===== src/rtl/lvds_rx_pkg.sv =====
// Shared constants for the LVDS pixel unpacker: lane bit positions for both
// bit mappings, default counter widths and the timing-measurement FSM states.
package lvds_rx_pkg;

  localparam int unsigned DEF_HW = 12;
  localparam int unsigned DEF_VW = 11;

  // Element [i] is the flat lane_data index (7*lane + bit) carrying colour bit i.
  typedef logic [7:0][4:0] lane_pos_t;

  localparam lane_pos_t VESA_R_POS  = {5'd22, 5'd21, 5'd5,  5'd4,  5'd3,  5'd2,  5'd1,  5'd0};
  localparam lane_pos_t VESA_G_POS  = {5'd24, 5'd23, 5'd11, 5'd10, 5'd9,  5'd8,  5'd7,  5'd6};
  localparam lane_pos_t VESA_B_POS  = {5'd26, 5'd25, 5'd17, 5'd16, 5'd15, 5'd14, 5'd13, 5'd12};

  localparam lane_pos_t JEIDA_R_POS = {5'd5,  5'd4,  5'd3,  5'd2,  5'd1,  5'd0,  5'd22, 5'd21};
  localparam lane_pos_t JEIDA_G_POS = {5'd11, 5'd10, 5'd9,  5'd8,  5'd7,  5'd6,  5'd24, 5'd23};
  localparam lane_pos_t JEIDA_B_POS = {5'd17, 5'd16, 5'd15, 5'd14, 5'd13, 5'd12, 5'd26, 5'd25};

  localparam int unsigned HS_POS   = 18;
  localparam int unsigned VS_POS   = 19;
  localparam int unsigned DE_POS   = 20;
  localparam int unsigned RSVD_POS = 27;

  typedef enum logic [1:0] {
    StIdle,
    StWaitDe,
    StMeasure
  } meas_state_e;

endpackage


===== src/rtl/lvds_timing_meas.sv =====
// Measures line total, line active width and active lines per frame from the
// decoded VS/DE stream and declares lock after consecutive identical frames.
module lvds_timing_meas
  import lvds_rx_pkg::*;
#(
  parameter int unsigned HW          = DEF_HW,
  parameter int unsigned VW          = DEF_VW,
  parameter int unsigned LOCK_FRAMES = 2
) (
  input  logic          px_clk,
  input  logic          px_reset,
  input  logic          valid,
  input  logic          vs,
  input  logic          de,
  output logic [HW-1:0] h_total,
  output logic [HW-1:0] h_active,
  output logic [VW-1:0] v_active,
  output logic          timing_locked,
  output logic          timing_err
);

  localparam int unsigned LCW = $clog2(LOCK_FRAMES + 1);
  localparam logic [LCW-1:0] LOCK_MAX = LCW'(LOCK_FRAMES - 1);

  meas_state_e   state;
  logic          vs_q, de_q;
  logic [HW-1:0] h_cnt, act_cnt, ref_total, ref_active;
  logic [VW-1:0] line_cnt;
  logic          mismatch, prev_good;
  logic [LCW-1:0] lock_cnt;

  logic          vs_rise, de_rise, frame_match, sat;
  logic [LCW-1:0] lock_next;

  assign vs_rise = vs & ~vs_q;
  assign de_rise = de & ~de_q;

  // A frame counts toward lock only if it and the frame before it were both clean.
  assign frame_match = !mismatch && prev_good && (ref_total == h_total) &&
                       (ref_active == h_active) && (line_cnt == v_active);
  assign lock_next   = (lock_cnt == LOCK_MAX) ? lock_cnt : lock_cnt + 1'b1;

  // Vertical blanking may legitimately run h_cnt to its ceiling, so the h counter
  // only counts as saturated when its value would be captured as a line total.
  assign sat = (act_cnt == '1) || (line_cnt == '1) || (de_rise && (h_cnt == '1));

  always_ff @(posedge px_clk or posedge px_reset) begin
    if (px_reset) begin
      state         <= StIdle;
      vs_q          <= 1'b0;
      de_q          <= 1'b0;
      h_cnt         <= '0;
      act_cnt       <= '0;
      line_cnt      <= '0;
      ref_total     <= '0;
      ref_active    <= '0;
      mismatch      <= 1'b0;
      prev_good     <= 1'b0;
      lock_cnt      <= '0;
      h_total       <= '0;
      h_active      <= '0;
      v_active      <= '0;
      timing_locked <= 1'b0;
      timing_err    <= 1'b0;
    end else begin
      vs_q <= vs;
      de_q <= de;
      if (!valid) begin
        state         <= StIdle;
        mismatch      <= 1'b0;
        prev_good     <= 1'b0;
        lock_cnt      <= '0;
        timing_locked <= 1'b0;
      end else begin
        unique case (state)
          StIdle: begin
            if (vs_rise) state <= StWaitDe;
          end
          StWaitDe: begin
            h_cnt      <= '0;
            act_cnt    <= '0;
            line_cnt   <= '0;
            ref_total  <= '0;
            ref_active <= '0;
            mismatch   <= 1'b0;
            if (vs_rise) begin
              // Frame without any DE line.
              h_total       <= '0;
              h_active      <= '0;
              v_active      <= '0;
              prev_good     <= 1'b0;
              lock_cnt      <= '0;
              timing_locked <= 1'b0;
            end else if (de_rise) begin
              h_cnt    <= HW'(1);
              act_cnt  <= HW'(1);
              line_cnt <= VW'(1);
              state    <= StMeasure;
            end
          end
          StMeasure: begin
            if (h_cnt != '1) h_cnt <= h_cnt + 1'b1;
            if (de && (act_cnt != '1)) act_cnt <= act_cnt + 1'b1;
            if (vs_rise) begin
              h_total   <= ref_total;
              h_active  <= ref_active;
              v_active  <= line_cnt;
              prev_good <= !mismatch;
              mismatch  <= 1'b0;
              if (frame_match) begin
                lock_cnt      <= lock_next;
                timing_locked <= (lock_next == LOCK_MAX);
              end else begin
                lock_cnt      <= '0;
                timing_locked <= 1'b0;
              end
              if (de_rise) begin
                // DE rising together with VS opens line 1 of the next frame.
                h_cnt      <= HW'(1);
                act_cnt    <= HW'(1);
                line_cnt   <= VW'(1);
                ref_total  <= '0;
                ref_active <= '0;
              end else begin
                state <= StWaitDe;
              end
            end else if (de_rise) begin
              h_cnt   <= HW'(1);
              act_cnt <= HW'(1);
              if (line_cnt != '1) line_cnt <= line_cnt + 1'b1;
              if (line_cnt == VW'(1)) begin
                ref_total  <= h_cnt;
                ref_active <= act_cnt;
              end else if ((h_cnt != ref_total) || (act_cnt != ref_active)) begin
                mismatch <= 1'b1;
              end
            end
            if (sat) begin
              timing_err    <= 1'b1;
              prev_good     <= 1'b0;
              lock_cnt      <= '0;
              timing_locked <= 1'b0;
            end
          end
          default: state <= StIdle;
        endcase
      end
    end
  end

endmodule


===== src/rtl/lvds_pixel_unpack.sv =====
// Unpacks aligned 7-bit LVDS lane words into RGB888 + HS/VS/DE with a fixed
// two-cycle pipeline, and measures the incoming frame timing.
module lvds_pixel_unpack
  import lvds_rx_pkg::*;
#(
  parameter int unsigned NUM_LANES   = 4,
  parameter bit          MAP_JEIDA   = 1'b0,
  parameter bit          HS_POL      = 1'b1,
  parameter bit          VS_POL      = 1'b1,
  parameter int unsigned HW          = DEF_HW,
  parameter int unsigned VW          = DEF_VW,
  parameter int unsigned LOCK_FRAMES = 2
) (
  input  logic                   px_clk,
  input  logic                   px_reset,
  input  logic                   px_ready,
  input  logic [7*NUM_LANES-1:0] lane_data,
  output logic [23:0]            rgb_out,
  output logic                   hs_out,
  output logic                   vs_out,
  output logic                   de_out,
  output logic                   out_valid,
  output logic [HW-1:0]          h_total,
  output logic [HW-1:0]          h_active,
  output logic [VW-1:0]          v_active,
  output logic                   timing_locked,
  output logic                   timing_err
);

  localparam lane_pos_t R_POS = MAP_JEIDA ? JEIDA_R_POS : VESA_R_POS;
  localparam lane_pos_t G_POS = MAP_JEIDA ? JEIDA_G_POS : VESA_G_POS;
  localparam lane_pos_t B_POS = MAP_JEIDA ? JEIDA_B_POS : VESA_B_POS;

  logic [23:0] map_rgb;
  logic [23:0] s1_rgb;
  logic        s1_hs, s1_vs, s1_de, s1_valid;
  logic        meas_valid;
  logic        unused_rsvd;

  assign unused_rsvd = lane_data[RSVD_POS];

  always_comb begin
    map_rgb = '0;
    for (int i = 0; i < 8; i++) begin
      map_rgb[16+i] = lane_data[R_POS[i]];
      map_rgb[8+i]  = lane_data[G_POS[i]];
      map_rgb[i]    = lane_data[B_POS[i]];
    end
  end

  always_ff @(posedge px_clk or posedge px_reset) begin
    if (px_reset) begin
      s1_valid  <= 1'b0;
      s1_rgb    <= '0;
      s1_hs     <= 1'b0;
      s1_vs     <= 1'b0;
      s1_de     <= 1'b0;
      out_valid <= 1'b0;
      rgb_out   <= '0;
      hs_out    <= 1'b0;
      vs_out    <= 1'b0;
      de_out    <= 1'b0;
    end else begin
      s1_valid  <= px_ready;
      s1_rgb    <= map_rgb;
      s1_hs     <= lane_data[HS_POS] ^ ~HS_POL;
      s1_vs     <= lane_data[VS_POS] ^ ~VS_POL;
      s1_de     <= lane_data[DE_POS];
      out_valid <= s1_valid;
      rgb_out   <= s1_valid ? s1_rgb : '0;
      hs_out    <= s1_valid & s1_hs;
      vs_out    <= s1_valid & s1_vs;
      de_out    <= s1_valid & s1_de;
    end
  end

  // Hold the measurement idle whenever either pipeline stage carries invalid data.
  assign meas_valid = s1_valid & out_valid;

  lvds_timing_meas #(
    .HW          (HW),
    .VW          (VW),
    .LOCK_FRAMES (LOCK_FRAMES)
  ) u_meas (
    .px_clk        (px_clk),
    .px_reset      (px_reset),
    .valid         (meas_valid),
    .vs            (s1_vs),
    .de            (s1_de),
    .h_total       (h_total),
    .h_active      (h_active),
    .v_active      (v_active),
    .timing_locked (timing_locked),
    .timing_err    (timing_err)
  );

endmodule


===== config.mk =====
export PLATFORM = sky130hd
export DESIGN_NAME = lvds_pixel_unpack
export DESIGN_NICKNAME = d
export VERILOG_FILES = /design/src/rtl/lvds_rx_pkg.sv /design/src/rtl/lvds_timing_meas.sv /design/src/rtl/lvds_pixel_unpack.sv
export SDC_FILE = /design/constraint.sdc
export NUM_CORES = 1
export LEC_CHECK = 0
export CAP_MARGIN = 20
export CORE_AREA = 2 2 88 154
export DETAILED_ROUTE_END_ITERATION = 10
export DIE_AREA = 0 0 90 156
export GPL_ROUTABILITY_DRIVEN = 1
export GPL_TIMING_DRIVEN = 0
export PLACE_DENSITY_LB_ADDON = 0.05
export SLEW_MARGIN = 30
export SYNTH_ARGS = -nofsm -noshare
export SYNTH_HDL_FRONTEND = slang
export SYNTH_SLANG_ARGS = --single-unit

===== constraint.sdc =====
create_clock -name px_clk -period 12.32 [get_ports px_clk]
set_input_delay 2.464 -clock px_clk [delete_from_list [all_inputs] [get_ports px_clk]]
set_output_delay 2.464 -clock px_clk [all_outputs]
set_load 0.03 [all_outputs]

==> impl_metrics.yaml <==
detailed_routing:
  route.vias.total: 5401
  remaining_drc_errors: 0
  drt-initial-drc-count: 289
  final_antenna_net_count: 0
  wl_mm: 17.0
  wl_per_cell_um: 17.6
  viasPerCell: 5.61
  drt_pre_antenna_iters: 5
yosys:
  synth_nets: 703
  synthFlopType: "dfrtp_1"
  syn_area_per_cell_um2: 10.6
  ys_warn_count: 0
  synth-seq-area-share_pct: 57.1
  yosysTopAreaCell: "dfrtp_1"
  syn_inst: 664
  syn_area_um2: 7010
  synth_edf_count: 0
  synth_top_area_share_pct: 57.1
  synth_cell_types: 45
  synth.ff_latch_count: 160
  netlist_top_cells_area: "dfrtp_1 (57%), xnor2_1 (9.2%), nand2_1 (5.2%), o21ai_0 (3.6%), a22o_1 (3.0%)"
  synthArstFlopShare_pct: 100
critical_path:
  rr_endpoint: "u_meas.ref_total[2]"
  crit_start: "u_meas.h_active[11]"
  ff2ff_path_depth: 10
  critPathTopFamily: "buffers and inverters"
  crit_chain: "clkdlybuf4s50_1"
  cp-start-kind: "register"
  slowest_delay_ns: 0.69
  crit_path_max_fanout: 3
  path_class: "register to output pin"
  crit_path_end: "h_active[11]"
  r2r_start: "u_meas.state[0]"
  cp.depth: 1
  reg2reg_slack_ns: 9.74
  worst_path_max_delay_cell: "clkdlybuf4s50_1"
  end_kind: "output pin"
  cp.arrival_ns: 1.53
  crit_required_ns: 9.86
  crit_buf_inv: 1
placement:
  hpwlAfterDp_mm: 12.5
  numPortBuffers: 94
  dp.cells: 930
  gp_congestion: 0.911
  preCtsSetupSlack_ns: 8.53
global_routing:
  antenna_found_initial: 0
  grt_util_met1_pct: 27.1
  top_usage_layer: "met2"
  grt_pass1_wl_mm: 27.9
  grt_overflow: 0
  use_met3_pct: 4.88
  grt_max_degree: 91
  grt_pass1_vias: 5571
  grt_use_met2_pct: 47.1
  grt_use_total_pct: 25.3
clocking:
  tritoncts: "built"
  cts_repair_resize_count: 0
  clock_latency_ns: 0.42
  cts-root-buf: "clkbuf_16"
  cts_buffer_depth: 2
  cts_hold_buffers: 0
  cts.sinks: 160
  path_clk_slew_ns: 0.07
  htreeDepth: 4
  numCtsBuffers: 17
  cts_setup_buffers: 0
die:
  core_area_um2: 12800
  initial_utilization_pct: 54.8
  die_h_um: 156
  die-area_um2: 14000
  pin_count: 96
  num_rows: 55
  die_w_um: 90
timing:
  period_needed_ns: 4.00
  worst_slack_ns: 8.32
  fin_crit_sh_pct: 32.4
  finalHoldViolCount: 0
  setup_viol_count_final: 0
  final-max-slew-violation-count: 0
  max_freq_mhz: 250
  clock_skew_ns: 0.00958
  rsz0062_at_grt: "false"
  tightest_slew_ns: 0.865
  slew_headroom_pct: 41.9
  setup_tns_ns: 0
  hold_slack_ns: 0.441
job:
  drv_cap: 0
layout:
  multi_input_area_um2: 2800
  fillers: 1008
  final_common_cell: "dfrtp_1"
  area_delta_synth_final_pct: 25.7
  finalNonFillerCells: 962
  final_layout_size_suffix_gt1_share_pct: 6.83
  antenna_cells: 0
  postLayoutCoreUtil_pct: 68.8
  seqCellArea_um2: 4000
  fin_nets: 817
  final_cell_mix: "dfrtp_1 (160), nand2_1 (97), clkdlybuf4s50_1 (94), xnor2_1 (74), o21ai_0 (50)"
min_path:
  hp-class: "register to register"
pwr:
  leakage_nw: 3.64
  ir_drop_uv: 110
  p_per_area_nw_per_um2: 132
run_status:
  status: "finished clean"
==> flip-flops by register name, indices dropped and copies added (netlist names), 2 cells and up <==
| name | flops |
|---|---|
| u_meas.lock_cnt | 2 |
| u_meas.act_cnt | 12 |
| u_meas.ref_total | 12 |
| s1_rgb | 24 |
| u_meas.h_cnt | 12 |
| rgb_out | 24 |
| u_meas.v_active | 11 |
| u_meas.h_total | 12 |
| u_meas.line_cnt | 11 |
| u_meas.state | 2 |
| u_meas.ref_active | 12 |
| u_meas.h_active | 12 |
==> synth_stat cells (3+ instances only) <==
cell type,instances
buf_2,10
inv_1,8
a31oi_1,5
nor4_1,10
dfrtp_1,160
nor3_1,14
and3_1,3
a21oi_1,18
o41ai_1,3
ha_1,8
nand4_1,23
o31ai_1,7
and2_1,31
mux2i_1,6
xnor2_1,74
a22o_1,24
nor2_1,30
and4_1,3
o21ai_0,50
nand2_1,97
nand3_1,15
clkbuf_1,30
or3_1,4
==> stage by stage <==
step                instance area, um^2  power, mW
global placement                   8170      0.636
detailed placement                 8200      0.640
floorplan                          7010      0.602
CTS                                8810       1.17
finish                             8810       1.16
global route                       8810       1.21
==> how the worst min path moves through the flow <==
stage	start	to	slack [ns]	cells after the start
2_1_floorplan	s1_vs	u_meas.vs_q	0.38	0
3_3_place_gp	s1_vs	u_meas.vs_q	0.40	0
3_5_place_dp	s1_valid	out_valid	0.43	0
4_1_cts	s1_valid	out_valid	0.45	0
5_1_grt	s1_valid	out_valid	0.46	0
6_report	s1_vs	u_meas.vs_q	0.44	0
==> area by class of cell <==
| type | count | area share [%] |
|---|---|---|
| Clock buffer | 17 | 4.83 |
| Tap cell | 171 | 2.43 |
| Inverter | 8 | 0.426 |
| Timing Repair Buffer | 95 | 11.0 |
| Multi-Input combinational cell | 454 | 31.8 |
| Buffer | 42 | 2.02 |
| Clock inverter | 15 | 2.12 |
| Sequential cell | 160 | 45.4 |
==> layer usage <==
layer	wire, um	vias up	share of wire, %
li1	-	2532	-
met1	6320	2667	37
met2	9330	165	55
met3	689	37	4.1
met4	648	0	3.8
met5	0	-	0
==> worst reg2reg max path: stages, from the launching register on <==
cell      delay [ns]
dfrtp_1         0.41
inv_1           0.12
ha_1            0.15
buf_2           0.21
inv_1           0.13
nor2_1          0.16
clkbuf_1        0.41
nand2_1         0.10
nand2_1         0.19
clkbuf_1        0.41
a22o_1          0.23
==> cell families after synthesis <==
group,synth area share (%)
and+or+nand+nor,17.3
DFF,57.1
AOI/OAI and AO/OA,10.9
xor gates and xnor gates,9.25
buffers and inverters,2.96
adders and majority gates,1.43
muxes,1.02
==> where the power goes <==
part	switching, mW	leakage, nW	internal, mW
sequential	0.0102	2.13	0.538
combinational	0.0496	1.21	0.0315
clock	0.242	0.297	0.293
(Power assumes the default switching activity.)
==> edit (same flow settings) <==
Change the package constant `DEF_HW` from 12 to 14.
--- a/src/rtl/lvds_rx_pkg.sv
+++ b/src/rtl/lvds_rx_pkg.sv
@@ -3,5 +3,5 @@
 package lvds_rx_pkg;
 
-  localparam int unsigned DEF_HW = 12;
+  localparam int unsigned DEF_HW = 14;
   localparam int unsigned DEF_VW = 11;
 
Ports: changed (resized h_active and h_total); port bits go from 96 to 100. The function was not compared with the original's and may differ.
==> edit against the unedited design <==
Sequential cell count grew 12. Register-to-register slack got worse by 0.34 ns. Power rose by 6.6%. Wire length increased by 18%. Setup slack worse by 0.032 ns. Design area is 9.9% higher. Clock power up 6.2%. Area after synthesis grew 12%. Critical path type unchanged.
==> edit: results (changes against the unedited design) <==
metric,value,unit,change
finalWeightedCongestion,1.02,,+12%
worstReg2RegStart,u_meas.state[0]$_DFFE_PP0P_,,
yosys-top-cells-area,"dfrtp_1, xnor2_1, nand2_1",,
ff2ff_setup_slack,9.40,ns,-0.34 ns
cp_slowest_cell,clkdlybuf4s50_1,,
clk_path_buf_depth,2,,unchanged
n_fill_cell,891,,-12%
cts_made_buffers,17,,unchanged
wirelength,20100,um,+18%
status,"finished, final reports clean",,
portBuffers,98,,+4.3%
cts-resized-gates,0,,unchanged
cts_setup_buffers,0,,unchanged
grt_pass1_vias,6280,,+13%
slowest_delay,0.70,ns,
synth_nets,787,,+12%
dpl.hpwl,14700,um,+18%
critPathCapture,h_total[13],,
clkSlewWorstSetupHoldPaths,0.07,ns,about the same
leakage,4.28,nW,+18%
ir_drop,0.000128,V,+16%
crit_family,buffers and inverters,,
clock_latency,0.42,ns,about the same
cts_htree_levels,4,,unchanged
cts_root_buf,clkbuf_16,,
grt_max_degree,99,,+8.8%
drive_gt1_frac,0.0648,,-0.00342
slew_headroom,0.368,,-0.0509
viasPerCell,5.98,,+6.5%
yosys.cell_types.count,60,,+33%
drtIter0Drc,463,,+60%
dr.pass1.iters,5,,unchanged
synth_ff_type,dfrtp_1,,
reg_top3,"rgb_out: 24 flops, s1_rgb: 24 flops",,
antenna_found_initial,0,,unchanged
pre_cts_ws,8.48,ns,-0.0463 ns
critical_path.max_fanout,5,,+2
nets,905,,+11%
whs_path_depth,0,,unchanged
skew,0.0119,ns,+0.00227 ns
reg2reg_to,u_meas.ref_total[10]$_DFFE_PP0P_,,
ys_seq_area_frac,0.550,,-0.0208
diodes,0,,unchanged
cp-startpoint,u_meas.h_total[13]$_DFFE_PP0P_,,
cp.arrival,1.57,ns,+0.04 ns
grt_pass1_wl,32400,um,+16%
synth_common_cells,"dfrtp_1, nand2_1, o21ai_0",,
reg2reg_depth,7,,-3
fin_ws,8.29,ns,-0.0319 ns
track_usage,0.297,,+0.0434
## edit: cell count changes after synthesis, sizes merged, moves of 6 or more
cell    change
xnor2      -27
nand2b      +9
nor4        +9
nor3        -6
xor2       +38
inv        +13
o21ai       +6
dfrtp      +12
## edit: stage by stage
stage | cell area [um^2] | cells | hold WS (ns) | utilization
3_5_place_dp | 9050 | 1018 | 0.409 | 0.707
3_3_place_gp | 9020 | 1017 | 0.400 | 0.704
4_1_cts | 9680 | 1050 | 0.426 | 0.757
2_1_floorplan | 7820 | 748 | 0.380 | -
6_report | 9680 | 1050 | 0.423 | 0.757
5_1_grt | 9680 | 1050 | 0.439 | 0.757
## edit: cell families (layout without fill, tap and decap cells)
family,Yosys count,after routing,share of synthesized area
buffers and inverters,63,194,0.0322
adders and majority gates,8,8,0.0128
DFF,172,172,0.550
and+or+nand+nor,274,274,0.183
AOI/OAI and AO/OA,142,142,0.121
xor gates and xnor gates,85,85,0.0952
muxes,4,4,0.00512
## edit: worst min path at each step
stage | from | endpoint | slack [ns]
after floorplan | s1_vs$_DFF_PP0_ | u_meas.vs_q$_DFF_PP0_ | 0.38
after global placement | s1_vs$_DFF_PP0_ | u_meas.vs_q$_DFF_PP0_ | 0.40
after detailed placement | s1_vs$_DFF_PP0_ | u_meas.vs_q$_DFF_PP0_ | 0.41
after CTS | s1_vs$_DFF_PP0_ | u_meas.vs_q$_DFF_PP0_ | 0.43
after global routing | s1_vs$_DFF_PP0_ | u_meas.vs_q$_DFF_PP0_ | 0.44
final | s1_vs$_DFF_PP0_ | u_meas.vs_q$_DFF_PP0_ | 0.42
## edit: area by class of cell
type / count / area, um^2 / area share
Buffer: 42 / 173 / 0.0178
Clock buffer: 20 / 457 / 0.0472
Clock inverter: 12 / 176 / 0.0182
Inverter: 21 / 86.3 / 0.00891
Multi-Input combinational cell: 513 / 3270 / 0.337
Sequential cell: 172 / 4300 / 0.444
Tap cell: 171 / 214 / 0.0221
Timing Repair Buffer: 99 / 1010 / 0.104
## edit: where the power goes
part           total (W)  switching [W]  internal (W)  leakage [nW]
Clock           0.000569       0.000232      0.000337         0.312
Combinational  0.0000850      0.0000538     0.0000312          1.67
Sequential      0.000587     0.00000983      0.000577          2.30
## edit: layer usage
layer  track usage  up-vias  part of all wire
li1              -     2837                 -
met1         0.323     3070              0.36
met2         0.535      292              0.53
met3        0.0493       78             0.053
met4         0.185        0             0.062
met5             0        -                 0
